## config.mk

```make
export PLATFORM = sky130hd
export DESIGN_NAME = addsub_arbiter
export DESIGN_NICKNAME = d
export VERILOG_FILES = /design/src/rtl/addsub_arbiter.sv
export SDC_FILE = /design/constraint.sdc
export NUM_CORES = 1
export LEC_CHECK = 0
export CAP_MARGIN = 20
export CORE_MARGIN = 1
export CORE_UTILIZATION = 39
export DETAILED_ROUTE_END_ITERATION = 6
export GPL_TIMING_DRIVEN = 1
export HOLD_SLACK_MARGIN = 0.1
export PLACE_DENSITY = 0.78
export SYNTH_ARGS = -nofsm -noshare
export SYNTH_HDL_FRONTEND = slang
export SYNTH_SLANG_ARGS = --single-unit
```

## constraint.sdc

```tcl
create_clock -name clk -period 2.37 [get_ports clk]
set_input_delay 0.3555 -clock clk [delete_from_list [all_inputs] [get_ports clk]]
set_output_delay 0.3555 -clock clk [all_outputs]
set_load 0.005 [all_outputs]
```

## src/rtl/addsub_arbiter.sv

```systemverilog
// Two-requester round-robin arbiter in front of a shared 4-bit add/sub unit with a one-entry result slot.
// Optional signed-overflow output res_ovf is built only when ADDSUB_OVF_EN is defined.
module addsub_arbiter #(
   parameter int RR_INIT = 0
) (
   input  logic       clk,
   input  logic       rst,
   input  logic       req0_valid,
   output logic       req0_ready,
   input  logic [3:0] req0_a,
   input  logic [3:0] req0_b,
   input  logic       req0_m,
   input  logic       req1_valid,
   output logic       req1_ready,
   input  logic [3:0] req1_a,
   input  logic [3:0] req1_b,
   input  logic       req1_m,
   output logic       res_valid,
   input  logic       res_ready,
   output logic [3:0] res_data,
   output logic       res_cout,
   output logic       res_id
`ifdef ADDSUB_OVF_EN
   ,
   output logic       res_ovf
`endif
);

   localparam logic [0:0] EMPTY = 1'b0;
   localparam logic [0:0] FULL  = 1'b1;

   logic [0:0] state;
   logic       last_served;
   logic       slot_free;
   logic       grant_id;
   logic       take;
   logic       accept;
   logic [3:0] sel_a;
   logic [3:0] sel_b;
   logic       sel_m;
   logic [3:0] op_b;
   logic [4:0] sum;
`ifdef ADDSUB_OVF_EN
   logic       ovf;
`endif

   assign res_valid = (state == FULL);
   assign slot_free = (state == EMPTY) || res_ready;

   // NOTE: every signal written in always_comb gets a default first, so no path can infer a latch.
   always_comb begin
      grant_id = 1'b0;
      if (req0_valid && req1_valid)
         grant_id = ~last_served;
      else if (req1_valid)
         grant_id = 1'b1;
   end

   // Reset gates the readies combinationally so nothing offered during reset is taken.
   assign take       = !rst && slot_free;
   assign req0_ready = take && req0_valid && (grant_id == 1'b0);
   assign req1_ready = take && req1_valid && (grant_id == 1'b1);
   assign accept     = req0_ready || req1_ready;

   assign sel_a = grant_id ? req1_a : req0_a;
   assign sel_b = grant_id ? req1_b : req0_b;
   assign sel_m = grant_id ? req1_m : req0_m;
   assign op_b  = sel_b ^ {4{sel_m}};
   assign sum   = {1'b0, sel_a} + {1'b0, op_b} + {4'b0000, sel_m};

`ifdef ADDSUB_OVF_EN
   assign ovf = sel_m ? ((sel_a[3] != sel_b[3]) && (sum[3] != sel_a[3]))
                      : ((sel_a[3] == sel_b[3]) && (sum[3] != sel_a[3]));
`endif

   // NOTE: sequential state uses non-blocking assignments so every register samples pre-edge values.
   always_ff @(posedge clk) begin
      if (rst) begin
         // NOTE: result registers are reset too, because their reset value is architecturally visible.
         state       <= EMPTY;
         res_data    <= 4'd0;
         res_cout    <= 1'b0;
         res_id      <= 1'b0;
         last_served <= (RR_INIT == 0);
`ifdef ADDSUB_OVF_EN
         res_ovf     <= 1'b0;
`endif
      end else if (accept) begin
         state       <= FULL;
         res_data    <= sum[3:0];
         res_cout    <= sum[4];
         res_id      <= grant_id;
         last_served <= grant_id;
`ifdef ADDSUB_OVF_EN
         res_ovf     <= ovf;
`endif
      end else if (res_ready) begin
         // Drain without refill: payload keeps its last value, only the slot empties.
         state <= EMPTY;
      end
   end

endmodule

```

==> metrics.md, run 1 <==
| Metric | Value |
|---|---|
| Status | complete, no violations |
| FFs w/ async S/R, synth | 0% |
| Worst hold slack | 0.4746 ns |
| Clk_skew | 0.003602 ns |
| Iteration-0 DRC count of the detailed router | 18 |
| GP Congestion | 0.8167 |
| Worst slew margin | 80.48% |
| Area Growth Syn to Fin | 68.82% |
| Total Die Area | 1802 um^2 |
| Post-synth EDFFs | 0 |
| Slew Limit Fails | 0 |
| Worst path cell trace | a21boi_4 -> buf_4 -> mux2_2 -> ha_1 -> nand3b_1 -> mux2_4 -> a311oi_2 |
| CP bufs+invs | 1 |
| # setup viols final | 0 |
| Clk sink count | 8 |
| Post-synth top flop | dfxtp_1 |
| Crit-path max cell delay | 0.35 ns |
| Final min period | 2.101 ns |
| Synth warnings | 0 |
| CP Max Fanout | 4 |
| Sequential area share after synthesis | 25.10% |
| Clock transition at path regs | 0.05 ns |
| Largest net degree at the start of global routing | 12 |
| DR vias | 671 |
| Clk Tree Root Cell | clkbuf_4 |
| # DRC | 0 |
| Synth unique cells | 27 |
| Delay-heaviest family, CP | multiplexers |
| CTS buffer count | 3 |
| Critical path launch point type | flip-flop |
| Leak Pwr | 0.4592 nW |
| # rows | 14 |
| Layout cells sized above 1 | 18.97% |
| Most frequent cells after synthesis | dfxtp_1, nor2_1, nand2_1 |
| DIE HEIGHT | 42.45 um |
| Period Utilization, post-route | 88.64% |
| Least-Margin Pin Slew | 0.2897 ns |
| Post-synthesis mux area share | 14.71% |
| Max Cap Viol | 0 |
| I/O Pins | 32 |
| Worst EP arrival | 2.27 ns |
| Depth of the CTS H-tree | 1 |
| Worst path slowest cell | dfxtp_1 |
| Die width | 42.45 um |
| Post-synthesis area per instance | 8.623 um^2 |
| Clock Tree Buf Depth | 2 |
| Top cells by area, synth | dfxtp_1, xnor2_1, ha_1 |
| WP data required | 2.54 ns |
| Core Region | 1524 um^2 |
| Setup TNS | 0 ns |
| Yosys reg bits | 8 |
| Final hold vios | 0 |
| RSZ-0062 raised after global routing | false |
| Cts-stage hold buffer count | 0 |
| Mapped Cells | 74 |
| Ant. Diodes | 0 |
| CTS tree | yes |
| Port buffer count | 31 |
| Largest family of logic cells by synthesized area | compound AO/OA/AOI/OAI gates |
| Kind of critical path | reg -> reg |
| Dominant cell type by area after synthesis | dfxtp_1 |
| CP endpoint kind | flip-flop |
| Global-route wire length before repair | 2463 um |
| Top-area cell type share of the netlist area | 25.10% |
| Starting Density | 41.87% |
| DRT Pass-1 Iters | 4 |
| Post-synthesis xor/xnor area fraction | 12.35% |
| Maximum clock rate | 476.0 MHz |
| Syn_nets | 101 |
| HP Class | reg -> reg |
| Pwr dens | 458.3 nW/um^2 |
| Post-Synth Adder-Cell Area | 9.020% |
| Nets | 145 |
| Max rail drop VDD | 220.7 uV |
| Synth Area in Simple Gates | 17.06% |
| Post-synthesis compound-gate area fraction | 18.24% |
| Final HPWL DP | 1156 um |
| Initial antenna violation count | 0 |
| Mapped cell area | 638.1 um^2 |
| Total GRT Usage | 17.48% |
| Number of global-route vias before repair | 648 |
| Total power | 0.4937 mW |
| Final WL | 1461 um |
| GRT overflow | 0 |
| Clk_lat worst skew | 0.25 ns |
| Post-route ant nets | 0 |
| Drt wl/cell | 11.07 um |
| Drt via density | 5.083 |
-- cell type report --
class	instances	area, um^2
Clock buffer	3	22.52
Fill cell	116	446.7
Inverter	4	15.01
Multi-Input combinational cell	60	465.4
Sequential cell	8	160.2
Tap cell	16	20.02
Timing Repair Buffer	41	394.1
-- through the flow --
stage               setup WS, ns  utilization [%]  instance area [um^2]  cells
finish                    0.2691            70.69                  1077    132
floorplan                 0.2206                -                 638.1     74
detailed placement       -0.2870            67.49                  1028    128
CTS                     0.002738            69.70                  1062    131
global placement         -0.2358            67.49                  1028    128
global route              0.1075            70.69                  1077    132
-- tightest hold or removal path: stages (launching register included) --
cell and delay [ns]:
dfxtp_1 0.30, nand2b_1 0.06, a21oi_1 0.06
-- timing repair --
item | 4_1_cts | 5_1_grt
endpoints found under the setup margin | 4 | 4
pin swaps | 0 | 1
resized for setup | 2 | 3
buffers inserted | 0 | 1
-- logic make-up (layout without fill, tap and decap cells) --
| family | after synthesis | after routing |
|---|---|---|
| xor gates and xnor gates | 9 | 9 |
| AOI/OAI and AO/OA | 17 | 17 |
| muxes | 8 | 8 |
| buffers and inverters | 6 | 48 |
| and+or+nand+nor | 22 | 22 |
| adders and majority gates | 4 | 4 |
| DFF | 8 | 8 |
-- path summary, 6_finish.rpt --
check	from	end	cells past startpoint	slack (ns)
hold / removal	res_data[0]$_SDFFE_PP0P_	res_data[0]$_SDFFE_PP0P_	2	0.47
hold reg to reg	res_data[0]$_SDFFE_PP0P_	res_data[0]$_SDFFE_PP0P_	2	0.47
setup reg to reg	last_served$_SDFFE_PP1P_	res_data[3]$_SDFFE_PP0P_	7	0.27
setup / recovery	last_served$_SDFFE_PP1P_	res_data[3]$_SDFFE_PP0P_	7	0.27
-- per-layer routing --
layer	vias to the layer above	routed length, um	global-route usage, %
met5	-	0	0
met4	0	0	7.500
met3	0	64	1.724
met2	26	769	32.00
met1	299	626	20.26
li1	346	-	-
-- sequential cells by signal, summed over array words and instances, names as in the netlist --
| signal | count |
|---|---|
| res_data | 4 |
| res_cout | 1 |
| res_valid | 1 |
| last_served | 1 |
| res_id | 1 |
-- layout by cell type (no fill, tap or decap), types with 2 or more instances in the layout --
| master | count |
|---|---|
| clkbuf_4 | 3 |
| a21oi_1 | 4 |
| nor2_1 | 8 |
| nand2_1 | 7 |
| xor2_1 | 4 |
| dlymetal6s2s_1 | 2 |
| inv_1 | 4 |
| a211oi_1 | 2 |
| xnor2_1 | 5 |
| mux2_2 | 3 |
| dfxtp_1 | 8 |
| clkdlybuf4s50_1 | 29 |
| nand2b_1 | 2 |
| mux2_4 | 2 |
| buf_4 | 9 |
| o21ai_0 | 5 |
| ha_1 | 3 |
| mux2i_1 | 3 |
-- where the power goes --
group	internal (mW)	leakage (nW)	switching (mW)
registers	0.148	0.0663	0.00788
clock network	0.0578	0.0138	0.0447
logic	0.143	0.379	0.0929
Power figures use the tool's default switching activity.
==> inputs of run 2 (changes only) <==
Settings changed: CAP_MARGIN 20 to 10.
==> results of run 2 <==
Same layout as run 1: the final DEF is identical, and so are final timing and power.
==> inputs of run 3 (changes only) <==
Settings changed: CTS_CLUSTER_DIAMETER set to 40.
==> results of run 3 <==
Same layout as run 1: the final DEF is identical, and so are final timing and power.
